--- config.mk ---
export PLATFORM = sky130hd
export DESIGN_NAME = avalon_timeout_bridge
export DESIGN_NICKNAME = d
export VERILOG_FILES = /design/src/rtl/avalon_bridge_pkg.sv /design/src/rtl/avalon_br_timer.sv /design/src/rtl/avalon_timeout_bridge.sv
export SDC_FILE = /design/constraint.sdc
export NUM_CORES = 1
export LEC_CHECK = 0
export CORE_AREA = 2 2 103 105
export CTS_CLUSTER_SIZE = 30
export DETAILED_ROUTE_END_ITERATION = 8
export DIE_AREA = 0 0 105 107
export DONT_BUFFER_PORTS = 1
export PLACE_DENSITY = 0.69
export SLEW_MARGIN = 20
export SYNTH_ARGS = -nofsm -noshare
export SYNTH_HDL_FRONTEND = slang
export SYNTH_SLANG_ARGS = --single-unit
--- constraint.sdc ---
create_clock -name avs_br_clk -period 3.4 [get_ports avs_br_clk]
set_input_delay 0.17 -clock avs_br_clk [delete_from_list [all_inputs] [get_ports avs_br_clk]]
set_output_delay 0.17 -clock avs_br_clk [all_outputs]
set_load 0.05 [all_outputs]
--- src/rtl/avalon_bridge_pkg.sv ---
// Purpose: shared types and constants for the Avalon timeout bridge.
// Latency: n/a (package only).
// Backpressure: n/a (package only).
package avalon_bridge_pkg;

  // Bridge FSM states
  typedef enum logic [1:0] {
    IDLE  = 2'd0,
    ISSUE = 2'd1,
    DONE  = 2'd2
  } br_state_t;

  localparam int          DEF_TIMEOUT_CYCLES = 1024;
  localparam logic [31:0] DEF_TIMEOUT_DATA   = 32'hDEAD_BEEF;

  // Bits needed to hold 0..cycles. Never narrower than one bit, so that a
  // disabled timeout (cycles == 0) still produces a legal vector width.
  function automatic int timer_width(input int cycles);
    int w;
    w = $clog2(cycles + 1);
    return (w < 1) ? 1 : w;
  endfunction

endpackage

--- src/rtl/avalon_br_timer.sv ---
// Purpose: clearable, enabled up-counter flagging when it sits at a terminal value.
// Latency: count updates one cycle after enable/clear; at_terminal is combinational on count.
// Backpressure: none; clear has priority over enable.
module avalon_br_timer #(
  parameter int WIDTH = 11
) (
  input  logic             clk,
  input  logic             rst_n,
  input  logic             clear,
  input  logic             enable,
  input  logic [WIDTH-1:0] terminal,
  output logic             at_terminal
);

  logic [WIDTH-1:0] count;

  // Count up while enabled; clear returns to zero.
  always_ff @(posedge clk or negedge rst_n) begin
    if (!rst_n) begin
      count <= '0;
    end else if (clear) begin
      count <= '0;
    end else if (enable) begin
      count <= count + WIDTH'(1);
    end
  end

  assign at_terminal = (count == terminal);

endmodule

--- src/rtl/avalon_timeout_bridge.sv ---
// Purpose: single-outstanding Avalon-MM bridge with a bounded downstream wait and sticky error status.
// Latency: zero-wait slave completes upstream two cycles after the request is sampled.
// Backpressure: upstream held via waitrequest until downstream answers or the timer expires.
module avalon_timeout_bridge
  import avalon_bridge_pkg::*;
#(
  parameter int                    DATA_WIDTH     = 32,
  parameter int                    ADDR_WIDTH     = 32,
  parameter int                    TIMEOUT_CYCLES = DEF_TIMEOUT_CYCLES,
  parameter logic [DATA_WIDTH-1:0] TIMEOUT_DATA   = DATA_WIDTH'(DEF_TIMEOUT_DATA),
  parameter int                    CNT_WIDTH      = 16
) (
  input  logic                  avs_br_clk,
  input  logic                  avs_br_reset_n,
  input  logic [ADDR_WIDTH-1:0] avs_br_address,
  input  logic                  avs_br_read,
  input  logic                  avs_br_write,
  input  logic [DATA_WIDTH-1:0] avs_br_writedata,
  output logic [DATA_WIDTH-1:0] avs_br_readdata,
  output logic                  avs_br_waitrequest,
  output logic [ADDR_WIDTH-1:0] avm_br_address,
  output logic                  avm_br_read,
  output logic                  avm_br_write,
  output logic [DATA_WIDTH-1:0] avm_br_writedata,
  input  logic [DATA_WIDTH-1:0] avm_br_readdata,
  input  logic                  avm_br_waitrequest,
  input  logic                  err_clear,
  output logic                  timeout_flag,
  output logic [CNT_WIDTH-1:0]  timeout_count,
  output logic                  cmd_err
);

  localparam int            TW       = timer_width(TIMEOUT_CYCLES);
  localparam int            TERM_INT = (TIMEOUT_CYCLES == 0) ? 0 : TIMEOUT_CYCLES - 1;
  localparam logic [TW-1:0] TERM     = TW'(TERM_INT);
  localparam bit            TO_EN    = (TIMEOUT_CYCLES != 0);

  br_state_t            state;
  logic                 op_read;
  logic                 at_term;
  logic                 timeout_hit;
  logic                 cmd_conflict;
  logic [CNT_WIDTH-1:0] cnt_base;

  // Timer sits at zero while idle, so every transaction starts its wait from 0.
  avalon_br_timer #(
    .WIDTH (TW)
  ) u_timer (
    .clk         (avs_br_clk),
    .rst_n       (avs_br_reset_n),
    .clear       (state == IDLE),
    .enable      (state == ISSUE),
    .terminal    (TERM),
    .at_terminal (at_term)
  );

  // A response arriving on the terminal cycle wins, hence the waitrequest qualifier.
  assign timeout_hit  = TO_EN && (state == ISSUE) && avm_br_waitrequest && at_term;
  assign cmd_conflict = (state == IDLE) && avs_br_read && avs_br_write;
  // A coincident clear restarts the count from zero before the new event is added.
  assign cnt_base     = err_clear ? '0 : timeout_count;

  // Bridge FSM with registered upstream and downstream handshakes.
  always_ff @(posedge avs_br_clk or negedge avs_br_reset_n) begin
    if (!avs_br_reset_n) begin
      state              <= IDLE;
      op_read            <= 1'b0;
      avs_br_waitrequest <= 1'b1;
      avs_br_readdata    <= '0;
      avm_br_address     <= '0;
      avm_br_writedata   <= '0;
      avm_br_read        <= 1'b0;
      avm_br_write       <= 1'b0;
    end else begin
      case (state)
        IDLE: begin
          avs_br_waitrequest <= 1'b1;
          if (avs_br_read || avs_br_write) begin
            avm_br_address   <= avs_br_address;
            avm_br_writedata <= avs_br_writedata;
            op_read          <= avs_br_read;
            // Read wins when both strobes are raised together.
            avm_br_read      <= avs_br_read;
            avm_br_write     <= avs_br_write && !avs_br_read;
            state            <= ISSUE;
          end
        end
        ISSUE: begin
          if (!avm_br_waitrequest) begin
            if (op_read) begin
              avs_br_readdata <= avm_br_readdata;
            end
            avm_br_read        <= 1'b0;
            avm_br_write       <= 1'b0;
            avs_br_waitrequest <= 1'b0;
            state              <= DONE;
          end else if (timeout_hit) begin
            // Writes complete silently; only reads see the error word.
            if (op_read) begin
              avs_br_readdata <= TIMEOUT_DATA;
            end
            avm_br_read        <= 1'b0;
            avm_br_write       <= 1'b0;
            avs_br_waitrequest <= 1'b0;
            state              <= DONE;
          end
        end
        DONE: begin
          // Upstream drops its request on this edge, so no re-issue follows.
          avs_br_waitrequest <= 1'b1;
          state              <= IDLE;
        end
        default: begin
          avs_br_waitrequest <= 1'b1;
          avm_br_read        <= 1'b0;
          avm_br_write       <= 1'b0;
          state              <= IDLE;
        end
      endcase
    end
  end

  // Sticky status: a new event takes priority over a same-cycle clear.
  always_ff @(posedge avs_br_clk or negedge avs_br_reset_n) begin
    if (!avs_br_reset_n) begin
      timeout_flag  <= 1'b0;
      timeout_count <= '0;
      cmd_err       <= 1'b0;
    end else begin
      if (timeout_hit) begin
        timeout_flag  <= 1'b1;
        timeout_count <= (&cnt_base) ? cnt_base : cnt_base + CNT_WIDTH'(1);
      end else if (err_clear) begin
        timeout_flag  <= 1'b0;
        timeout_count <= '0;
      end
      if (cmd_conflict) begin
        cmd_err <= 1'b1;
      end else if (err_clear) begin
        cmd_err <= 1'b0;
      end
    end
  end

endmodule

* Word-level counts from Yosys, hierarchy flattened
Index checks and enable logic that the tools add are counted.
Word-level totals: register bits 131, input bits 102, word-level logic and storage cells 62
Operators by class: $add $sub $neg 2, eq/ne operators 7, multiplexer cells 23, bitwise logic cells 1, reduce and logical (&&, ||, !) cells 17
Operators by type and width (count):
- two-way mux 32 bit | 4
- two-way mux 16 bit | 3
- two-way mux 11 bit | 2
- adder 16 x 1 -> 16 bit, second input constant | 1
- AND reduction 16 bit | 1
- adder 11 x 1 -> 11 bit, second input constant | 1
- equality test 11 x 10 -> 1 bit, second input constant | 1
- two-way mux 1 bit | 8
- nonzero test 2 bit | 4
- two-way mux 2 bit | 3
- case mux 1 bit (3 select lines) | 2
- logical AND 1 bit | 5
- != test 2 bit, second input constant | 2
- case mux 2 bit (2 select lines) | 1
- AND reduction 2 bit | 2
- AND reduction 4 bit | 1
- != test 3 bit, second input constant | 1
- AND reduction 3 bit | 1
- equality test 2 x 1 -> 1 bit, second input constant | 1
- equality test 2 bit, second input constant | 1
- zero test 2 bit | 1
- != test 2 x 1 -> 1 bit, second input constant | 1
- zero test 1 bit | 1
- logical OR 1 bit | 1
- NOT 1 bit | 1

* Logic depth before layout (Yosys ltp)
depth after elaboration 6, mapped depth 9

* Cells and area by module
From an unflattened synthesis, not the netlist that was laid out.
Second synthesis, totals: cell total of the unflattened synthesis 481, area total of the unflattened synthesis 5657.9 µm²
By module, submodules not included:
- avalon_timeout_bridge | times used 1, cells an instance 412, area each 4983.5 µm²
- avalon_br_timer | times used 1, cells an instance 69, area each 674.4 µm²

* Worst setup path after synthesis
No wires, ideal clock.
kind flip-flop to flip-flop, from register timeout_count[0], to register timeout_count[9], arrival time 2.545 ns, data required time 3.272 ns, path slack 0.728 ns, stages on the path, launching flop included 9, clock period less this slack 2.672 ns, cells stage by stage dfrtp_1 -> nor2b_1 -> ha_1 -> nand4_1 -> nor4_1 -> or2_1 -> buf_6 -> nor3_1 -> mux2_1
Between the ends: longest elaborated chain between the ends 4
RTL lines:
- from (decl) | RTL line avalon_timeout_bridge.sv:29 | output logic [CNT_WIDTH-1:0] timeout_count,
- from (signal assigned) | RTL line avalon_timeout_bridge.sv:132 | timeout_count <= (&cnt_base) ? cnt_base : cnt_base + CNT_WIDTH'(1);
- two-way mux 16 bit *
- adder 16 x 1 -> 16 bit / AND reduction 16 bit (equally long branches) | RTL line avalon_timeout_bridge.sv:132
- two-way mux 16 bit * | RTL line avalon_timeout_bridge.sv:132
- two-way mux 16 bit * | RTL line avalon_timeout_bridge.sv:130 | if (timeout_hit) begin
Mark *: on every way between the ends. The rest lies on a longest branch, timed or not. A chain may end at the register's enable or synchronous reset.

* Final worst setup path
Same ends and word-level chain as after synthesis.

==> summary.txt <==
Timing
  – Endpoints failing setup: 0
  – Worst clock skew: around 0.014 ns
  – Tightest Pin Transition: roughly 0.85 ns
  – Hold slack: between 0.015 and 0.02 ns
  – Pins Over Slew Limit: 0
  – Final worst path period share: between 80 and 90%
  – Maximum clock rate: 0.349 GHz
  – Rel. slew slack: 43.5%
  – RSZ-0062 raised after global routing: false
  – Final hold vios: 0
  – Setup TNS: 0 ns
  – Tmin final: about 2.9 ns

Final layout
  – Multi-input combinational cell area: 2060 um2
  – FF+latch area: 3280 um2
  – Design area: 7320 um2
  – Antenna diodes: 0
  – Area grow syn2layout: 33.9%
  – Ratio of cells with drive above 1 in the final layout: between 20% and 30%
  – Fill cells: 675
  – Final nets: 682
  – Final Non-Filler Cells: 727
  – Fin util: 72.5%

Synthesis
  – Post-synth top flop: dfrtp_1
  – Post-synth EDFFs: 0
  – Synth Cell Area: approximately 5500 um2
  – Synth Warn #: 0
  – Post-synth ARST share: 100%
  – Sequential share of the synthesized area: 60.0%
  – Synth Instances: between 400 and 500
  – Post-synth cell types: between 40 and 50
  – Synth Area per Inst: 11.7 um2
  – #FFs+latches synth: 131
  – Syn_nets: 570

Global route
  – First-pass GRT wire length: 23.0 mm
  – Grt ovf: 0
  – GRT met1 Usage: between 20% and 30%
  – Vias in the first global route: 4405
  – Largest net degree at the start of global routing: approximately 130
  – GRT Total Usage: 26.6%
  – Antenna violations before repair: 0
  – GR peak layer: met2
  – Met3 Use GR: 9.24%
  – Met2 GRT Util: 46.6%

CTS
  – Clk_lat worst skew: 0.53 ns
  – # clock sinks: 131
  – Setup bufs post-CTS: 0
  – Num CTS Buffers: 17
  – Maximum clock insertion buffer count: 2
  – Worst-path clk slew: 0.06 ns
  – Clk root buf: clkbuf_8
  – TritonCTS clock tree: done
  – PostCTS Resize Cnt: 0
  – H-tree depth reported by CTS: 4

Critical path
  – Worst r2r path cells: 8
  – Setup CP Type: reg -> reg
  – WP data required: 3.80 ns
  – CP max FO: 6
  – Critical path capture point: timeout_count[9]
  – Worst Setup SP: timeout_count[0]
  – Crit. End Element: flop
  – Critical Path AT: 3.26 ns
  – Reg-to-Reg Start: timeout_count[0]
  – Worst r2r dst: timeout_count[9]
  – FF-to-FF setup slack: roughly 0.53 ns
  – CP Launch Type: flop

Floorplan
  – Placeable Area: 10100 um2
  – Ports: 219
  – Chip height: about 110 um
  – Die span in x: 105 um
  – Initial Util: 54.2%
  – FP Rows: 37
  – DIE AREA: 11200 um2

Routing
  – DRT antenna net count: 0
  – Post-Route WL: 14.4 mm
  – Vias per inst: 5.58
  – Via count: 4060
  – DRC: 0
  – DRT Pass-1 Iters: 5
  – Initial DRC Count: 281
  – WL/cell: 19.8 um

Power
  – VDD IR-drop max: approximately 0.69 mV
  – Power per cell area: 1100 nW/um2
  – Leak: 0.00307 uW

Placed design
  – Hpwl dp: 8.10 mm
  – Placed inst area: around 5700 um2
  – Routability cong.: about 0.8
  – Port bufs: 0
  – Post-Place Cells: 592

Worst hold path
  – Hold WC Path Type: in -> reg
  – HP Start: avm_br_waitrequest

Outcome
  – Status: complete, no violations

Job
  – Max_cap viols: 0
cell families (layout without fill, tap and decap cells):
kind of cell / after synthesis / in the layout / synth area share [%]
and+or+nand+nor: 158 / 158 / 14.4
buffers and inverters: 34 / 159 / 2.50
DFF: 131 / 131 / 60.0
AOI/OAI and AO/OA: 61 / 61 / 6.73
muxes: 69 / 69 / 14.2
xor gates and xnor gates: 11 / 11 / 1.76
adders and majority gates: 2 / 2 / 0.458
flip-flops by register name, summed over array words and instances (netlist names), 2 cells and up:
name and cells:
state 2, timeout_count 16, u_timer.count 11, avm_br_address 32
avs_br_readdata 32, avm_br_writedata 32
routing by layer:
layer | wire length (um) | vias to the layer above
met5 | 0 | -
met1 | 5370 | 2005
met2 | 7610 | 183
met4 | 339 | 0
li1 | - | 1842
met3 | 1080 | 30
metrics by stage:
step / power, uW / setup slack, ns
final: 8050 / 0.533
after global routing: 8340 / 0.327
after CTS: 7990 / 0.576
after detailed placement: 5990 / 0.608
after global placement: 5910 / 0.721
after floorplan: 5650 / 0.728
cell type report:
cell class,count,share of cell area [%]
clock buffer,21,6.27
clock inverter,11,2.05
inverter,10,0.513
multi-input combinational,301,28.1
sequential,131,44.8
tap,136,2.33
timing repair buffer,117,15.9
synthesized netlist by cell type (all sizes together) (10+ instances only):
cell type | number | share of area, %
dfrtp | 130 | 60
mux2 | 68 | 14
nor2 | 63 | 4.3
nand2 | 25 | 1.7
a21oi | 24 | 2.2
clkbuf | 21 | 1.4
o21ai | 17 | 1.6
nor2b | 15 | 1.7
nand3b | 11 | 1.5
xnor2 | 11 | 1.8
inv | 10 | 0.69
nand4 | 10 | 1.3
power by group:
group	switching, uW	internal [uW]
Sequential	2730	2160
Clock	693	1180
Combinational	589	700
Total	4020	4040
layout by cell type (no fill, tap or decap), types with 2 or more instances in the layout:
cell           count
nand3_1            9
clkinv_2           2
ha_1               2
nor2_1            62
dlygate4sd3_1    101
dfrtp_1          130
nand3b_1          11
or3_1              5
a21o_1             4
inv_1             10
clkbuf_8           4
nand2b_1           3
or4_1              2
clkinvlp_4         2
nor4_1             5
mux2_2            67
nand2_1           25
inv_6              2
nand4_1            9
clkbuf_16         16
o21ai_0           17
a22o_1             5
clkinv_4           2
nor2b_1           15
o31ai_1            3
bufinv_16          3
nor3_1             3
buf_4             14
xnor2_1           11
a21oi_1           24
o21a_1             3
timing repair:
action | 4_1_cts | 5_1_grt
setup endpoints to repair | 0 | 0
endpoints found under the hold margin | 250 | 0
hold buffers | 103 | 0
critical path, cell delays in order (launching register included):
cell and delay (ns):
dfrtp_1 0.33, buf_4 0.21, nor2b_1 0.32, ha_1 0.29, nand4_1 0.20, nor4_1 0.68, or2_1 0.31, nor3_1 0.09
mux2_1 0.32
how the worst min path moves through the flow:
| stage | to | slack (ns) | cells after the start |
|---|---|---|---|
| final | avs_br_readdata[11] | 0.02 | 3 |
| after global routing | avs_br_readdata[11] | 0.01 | 3 |
| after CTS | avs_br_readdata[12] | 0.001 | 3 |
| after detailed placement | avm_br_writedata[2] | -0.12 | 0 |
| after global placement | avm_br_writedata[2] | -0.12 | 0 |
| after floorplan | avm_br_address[0] | -0.13 | 0 |
Power figures use the tool's default switching activity.
